===== config.mk =====
export PLATFORM = sky130hd
export DESIGN_NAME = sprite_fetch_engine
export DESIGN_NICKNAME = d
export VERILOG_FILES = /design/src/rtl/print_pkg.sv /design/src/rtl/sprite_hit_check.sv /design/src/rtl/sprite_fetch_engine.sv
export SDC_FILE = /design/constraint.sdc
export NUM_CORES = 1
export LEC_CHECK = 0
export CORE_ASPECT_RATIO = 1.2
export CORE_UTILIZATION = 50
export DETAILED_ROUTE_END_ITERATION = 10
export GPL_ROUTABILITY_DRIVEN = 0
export PLACE_DENSITY = 0.87
export SLEW_MARGIN = 40
export SYNTH_ARGS = -nofsm -noshare
export SYNTH_HDL_FRONTEND = slang
export SYNTH_SLANG_ARGS = --single-unit

===== constraint.sdc =====
create_clock -name clk -period 4.63 [get_ports clk]
set_input_delay 0.6945 -clock clk [delete_from_list [all_inputs] [get_ports clk]]
set_output_delay 0.6945 -clock clk [all_outputs]
set_load 0.01 [all_outputs]

===== src/rtl/print_pkg.sv =====
// print_pkg: shared FSM states, slot-word layout helpers and default screen/sprite constants.
package print_pkg;

    typedef enum logic [1:0] {IDLE, SCAN, OUT} state_t;

    localparam int DEF_SCREEN_W    = 640;
    localparam int DEF_SCREEN_H    = 480;
    localparam int DEF_SPRITE_SIZE = 20;

    // Slot word is {enable, mirror, x, y, offset}, offset in the LSBs.
    localparam int OFS_LSB = 0;

    function automatic int slot_w(int cw, int ow);
        return 2 + 2 * cw + ow;
    endfunction

    function automatic int y_lsb(int ow);
        return ow;
    endfunction

    function automatic int x_lsb(int cw, int ow);
        return ow + cw;
    endfunction

    function automatic int mirror_bit(int cw, int ow);
        return ow + 2 * cw;
    endfunction

    function automatic int enable_bit(int cw, int ow);
        return ow + 2 * cw + 1;
    endfunction

endpackage


===== src/rtl/sprite_hit_check.sv =====
// sprite_hit_check: combinational coverage test and texel address for one sprite slot word.
// SPRITE_MIRROR_EN enables horizontal mirroring from the slot's mirror bit.
module sprite_hit_check
    import print_pkg::*;
#(
    parameter int COORD_W     = 10,
    parameter int ADDR_W      = 17,
    parameter int OFS_W       = 8,
    parameter int SPRITE_SIZE = DEF_SPRITE_SIZE,
    localparam int SLOT_W     = slot_w(COORD_W, OFS_W)
) (
    input  logic [SLOT_W-1:0]  slot,
    input  logic [COORD_W-1:0] px,
    input  logic [COORD_W-1:0] py,
    output logic               hit,
    output logic [ADDR_W-1:0]  addr
);

    localparam int EN_B = enable_bit(COORD_W, OFS_W);
    localparam int MR_B = mirror_bit(COORD_W, OFS_W);
    localparam int X_L  = x_lsb(COORD_W, OFS_W);
    localparam int Y_L  = y_lsb(OFS_W);

    logic [COORD_W-1:0] sx, sy, dx_raw, dx, dy;
    logic [OFS_W-1:0]   ofs;
    logic [COORD_W:0]   size_w;

    assign sx     = slot[X_L +: COORD_W];
    assign sy     = slot[Y_L +: COORD_W];
    assign ofs    = slot[OFS_LSB +: OFS_W];
    assign size_w = (COORD_W+1)'(SPRITE_SIZE);

    // One extra bit so sx+SPRITE_SIZE cannot wrap near the coordinate limit.
    assign hit = slot[EN_B]
              && ({1'b0, px} >= {1'b0, sx}) && ({1'b0, px} < {1'b0, sx} + size_w)
              && ({1'b0, py} >= {1'b0, sy}) && ({1'b0, py} < {1'b0, sy} + size_w);

    assign dx_raw = px - sx;
    assign dy     = py - sy;

`ifdef SPRITE_MIRROR_EN
    assign dx = slot[MR_B] ? COORD_W'(SPRITE_SIZE - 1) - dx_raw : dx_raw;
`else
    logic unused_mirror;
    assign unused_mirror = slot[MR_B];
    assign dx = dx_raw;
`endif

    assign addr = ADDR_W'(ofs) * ADDR_W'(SPRITE_SIZE * SPRITE_SIZE)
                + ADDR_W'(dy) * ADDR_W'(SPRITE_SIZE) + ADDR_W'(dx);

endmodule


===== src/rtl/sprite_fetch_engine.sv =====
// sprite_fetch_engine: per-pixel priority scan of sprite slots producing a colour-memory address.
// SPRITE_MIRROR_EN enables sprite mirroring (handled in sprite_hit_check).
module sprite_fetch_engine
    import print_pkg::*;
#(
    parameter int COORD_W     = 10,
    parameter int ADDR_W      = 17,
    parameter int NUM_SPRITES = 8,
    parameter int SPRITE_SIZE = DEF_SPRITE_SIZE,
    parameter int OFS_W       = 8,
    parameter int SCREEN_W    = DEF_SCREEN_W,
    parameter int SCREEN_H    = DEF_SCREEN_H,
    parameter int BG_ADDR     = 0,
    localparam int IDX_W      = NUM_SPRITES > 1 ? $clog2(NUM_SPRITES) : 1,
    localparam int SLOT_W     = slot_w(COORD_W, OFS_W)
) (
    input  logic               clk,
    input  logic               reset,
    input  logic               pixel_valid,
    input  logic [COORD_W-1:0] pixel_x,
    input  logic [COORD_W-1:0] pixel_y,
    output logic               pix_ready,
    output logic [IDX_W-1:0]   reg_index,
    input  logic [SLOT_W-1:0]  reg_data,
    output logic               addr_valid,
    input  logic               addr_ready,
    output logic [ADDR_W-1:0]  addr,
    output logic               is_sprite,
    output logic [IDX_W-1:0]   sprite_id,
    output logic               printing_screen
);

    localparam logic [IDX_W-1:0] LAST = IDX_W'(NUM_SPRITES - 1);

    state_t             state;
    logic [IDX_W-1:0]   cnt, cmp_idx;
    logic               cmp_valid, in_screen, hit;
    logic [COORD_W-1:0] px, py;
    logic [ADDR_W-1:0]  hit_addr;

    assign in_screen  = ({1'b0, pixel_x} < (COORD_W+1)'(SCREEN_W))
                     && ({1'b0, pixel_y} < (COORD_W+1)'(SCREEN_H));
    assign pix_ready  = state == IDLE;
    assign addr_valid = state == OUT;
    assign reg_index  = cnt;

    sprite_hit_check #(
        .COORD_W(COORD_W), .ADDR_W(ADDR_W), .OFS_W(OFS_W), .SPRITE_SIZE(SPRITE_SIZE)
    ) u_hit (
        .slot(reg_data), .px(px), .py(py), .hit(hit), .addr(hit_addr)
    );

    // reg_data lags reg_index by one cycle, so cmp_idx names the slot being compared.
    always_ff @(posedge clk or posedge reset) begin
        if (reset) begin
            state           <= IDLE;
            cnt             <= '0;
            cmp_idx         <= '0;
            cmp_valid       <= 1'b0;
            px              <= '0;
            py              <= '0;
            addr            <= '0;
            is_sprite       <= 1'b0;
            sprite_id       <= '0;
            printing_screen <= 1'b0;
        end else begin
            printing_screen <= pixel_valid && in_screen;
            case (state)
                IDLE: if (pixel_valid) begin
                    px        <= pixel_x;
                    py        <= pixel_y;
                    cnt       <= '0;
                    cmp_valid <= 1'b0;
                    state     <= in_screen ? SCAN : IDLE;
                end
                SCAN: begin
                    cnt       <= cnt == LAST ? cnt : cnt + 1'b1;
                    cmp_idx   <= cnt;
                    cmp_valid <= 1'b1;
                    if (cmp_valid && (hit || cmp_idx == LAST)) begin
                        state     <= OUT;
                        addr      <= hit ? hit_addr : ADDR_W'(BG_ADDR);
                        is_sprite <= hit;
                        sprite_id <= hit ? cmp_idx : '0;
                        cnt       <= '0;
                    end
                end
                OUT: if (addr_ready) state <= IDLE;
                default: state <= IDLE;
            endcase
        end
    end

endmodule


==> summary.md <==
| Metric | Value |
|---|---|
| RSZ-0062 raised after global routing | `yes` |
| Vias | `5482` |
| Yosys cell types | `60` |
| Outcome | `finished, violations left` |
| Via/cell ratio | `6.14` |
| Area of the die | `11000 um^2` |
| Initial antenna violation count | `0` |
| I/O pins | `81` |
| DRT Pass-1 Iters | `5` |
| Syn avg cell area | `around 9.5 um^2` |
| Reg2Reg Setup Slack | `-0.44 ns` |
| Failing checks | `setup timing` |
| Register area share after synthesis | `24.0%` |
| Worst min path class | `register to register` |
| HP Start | `addr[13]` |
| CTS clock-pin slew for the worst setup and hold paths | `0.07 ns` |
| Fin nets | `between 900 and 1000` |
| Yosys warns | `0` |
| N_diodes | `0` |
| Hold Vio Cnt, Final | `0` |
| Post-Synth XOR/XNOR Area | `8.90%` |
| Vias in the first global route | `5932` |
| Area growth syn-to-layout | `47.8%` |
| Worst reg2reg startpoint | `py[1]` |
| DPL Wire Length | `between 10 and 15 mm` |
| Drt total wl | `19.3 mm` |
| Final worst slack | `-0.472 ns` |
| Core area | `10200 um^2` |
| Relative slew slack | `46.8%` |
| Worst Setup Start Kind | `primary input` |
| First-pass GRT wire length | `28.1 mm` |
| R2R depth | `22` |
| Global route total overflow | `0` |
| Compound-Gate Fraction of Synth Area | `17.5%` |
| Tcrit/Tclk final | `110%` |
| Critical Path RT | `approximately 4.8 ns` |
| Simple-Gate Fraction of Synth Area | `10.2%` |
| Root Buffer | `clkbuf_16` |
| Syn_nets | `727` |
| Die Y | `115 um` |
| Synthesized area | `5310 um^2` |
| I/O Buffers | `79` |
| Largest family of logic cells by synthesized area | `adder cells` |
| Hold Path Depth | `1` |
| FF-to-FF End | `addr[15]` |
| Routed WL per cell | `21.6 um` |
| Finish-stage setup viols | `6` |
| End of the worst hold path | `addr[13]` |
| Clock skew | `0.0239 ns` |
| TritonCTS Buffers | `5` |
| Clock Tree Buf Depth | `2` |
| # hold bufs at CTS | `0` |
| Mux contribution to synthesized area | `slightly above 5%` |
| Sink Count | `51` |
| Crit-path max FO | `2` |
| Fin Setup TNS | `-1.54 ns` |
| Synth Area in Adders | `28.4%` |
| Synth Flop Type | `dfrtp_1` |
| CTS HTree Levels | `2` |
| Fmax | `0.196 GHz` |
| Initial Util | `52.3%` |
| CTS tree | `done` |
| GRT Util Overall | `33.2%` |
| Most common cell after layout, fill and taps aside | `buf_4` |
| Commonest cells after routing, fill and taps aside | `120 x buf_4, 87 x ha_1, 71 x clkdlybuf4s50_1, 56 x inv_1, 50 x dfrtp_1` |
| Skew-Pair Late Insertion Delay | `0.32 ns` |
| Max Slew Vio Count | `0` |
| Synthesized flop and latch total | `51` |
| Synthesized instance count | `560` |
| Async S/R FF share, synth | `100%` |
| Largest net degree at the start of global routing | `between 50 and 60` |
| DRC viols | `0` |
| Minimum clock period | `5.10 ns` |
| CP Capture Type | `register` |
| Antenna viol nets, final | `0` |
| Row Count | `40` |
| Initial drt markers | `~330` |
| Crit path kind | `primary input to register` |
| Crit path DAT | `5.30 ns` |
| Layout cells sized above 1 | `31.9%` |
| Die X | `96.1 um` |
| Max Cap Viol | `0` |
| Number of synthesized flops with an enable pin | `0` |
| Worst Tran Pin Value | `0.789 ns` |
==> state kept, by name, indices dropped and copies added (netlist names) <==
signal           count
addr                17
px                  10
py                  10
cmp_idx              3
reg_index            3
sprite_id            3
state                2
cmp_valid            1
is_sprite            1
printing_screen      1
==> layer usage <==
| metal | track usage (%) | wire, um | vias up |
|---|---|---|---|
| met5 | 0 | 0 | - |
| met4 | 25.6 | 1740 | 0 |
| met3 | 6.08 | 1040 | 142 |
| met2 | 58.8 | 9620 | 305 |
| met1 | 34.0 | 6910 | 2633 |
| li1 | - | - | 2402 |
==> cell usage after synthesis (7+ instances only) <==
master / n / share of area, %
o21a_1: 8 / 1.1
o21ai_0: 13 / 1.2
mux2_1: 10 / 2.1
ha_1: 100 / 24
nor2_1: 29 / 2.0
dfrtp_1: 51 / 24
fa_1: 13 / 4.9
nand2_1: 22 / 1.6
nand4_1: 8 / 0.94
mux2_2: 12 / 2.5
nand2b_1: 7 / 0.82
inv_1: 68 / 4.8
a22o_1: 20 / 3.3
nor2b_1: 8 / 0.94
a21o_1: 13 / 1.8
nor3_1: 8 / 0.75
a21oi_1: 38 / 3.6
xor2_1: 12 / 2.0
xnor2_1: 42 / 6.9
==> what timing repair did <==
action / CTS / global route
buffers inserted: 23 / 9
endpoints found under the setup margin: 7 / 9
resized for setup: 55 / 45
pin swaps: 65 / 54
==> logic make-up after synthesis <==
| group | count (synthesis) |
|---|---|
| multiplexers | 24 |
| AND/OR/NAND/NOR | 106 |
| buffers and inverters | 78 |
| flip-flops | 51 |
| XOR/XNOR | 54 |
| AO/OA/AOI/OAI | 134 |
| adder cells (fa/ha/maj) | 113 |
==> stage by stage <==
stage          util, %  hold slack [ns]  instances  worst slack (ns)  instance area [um^2]
3_5_place_dp      69.4            0.487        856             -1.01                  7050
3_3_place_gp      69.4            0.464        856            -0.848                  7050
6_report          77.3            0.504        893            -0.472                  7860
5_1_grt           77.3            0.523        893            -0.609                  7860
4_1_cts           74.8            0.508        887            -0.250                  7600
2_1_floorplan        -            0.472        560            -0.211                  5410
==> critical path, cell delays in order <==
cell,delay (ns)
buf_6,0.07
inv_4,0.03
ha_4,0.26
nand2b_4,0.06
a21boi_4,0.15
nor2_2,0.07
xnor2_2,0.14
ha_1,0.30
ha_2,0.20
inv_2,0.05
fa_2,0.41
inv_2,0.09
a21oi_4,0.07
o21bai_4,0.26
xor2_2,0.13
fa_1,0.60
ha_4,0.23
a21o_1,0.18
or3_4,0.34
o211ai_1,0.31
a21oi_2,0.12
o21ai_2,0.16
nand3_1,0.09
a32o_2,0.27
==> how the worst max path moves through the flow <==
stage,startpoint,end,slack (ns),cells past startpoint
detailed placement,reg_data[8],addr[15],-1.01,23
floorplan,reg_data[9],addr[15],-0.21,23
finish,reg_data[9],addr[15],-0.47,24
CTS,py[0],addr[15],-0.25,23
global placement,reg_data[8],addr[15],-0.85,23
global route,reg_data[9],addr[15],-0.61,24
==> final cells by class <==
cell class | instances | area (um^2)
multi-input cells | 431 | 4190
fillers | 557 | 2300
repair buffers | 205 | 1760
flip-flops and latches | 51 | 1280
inverters | 72 | 278
well taps | 126 | 158
clock buffers | 5 | 125
clock inverters | 3 | 71.3
Power is not shown: default switching activity piles up to over one toggle a cycle in this logic, so the estimate is an artifact.
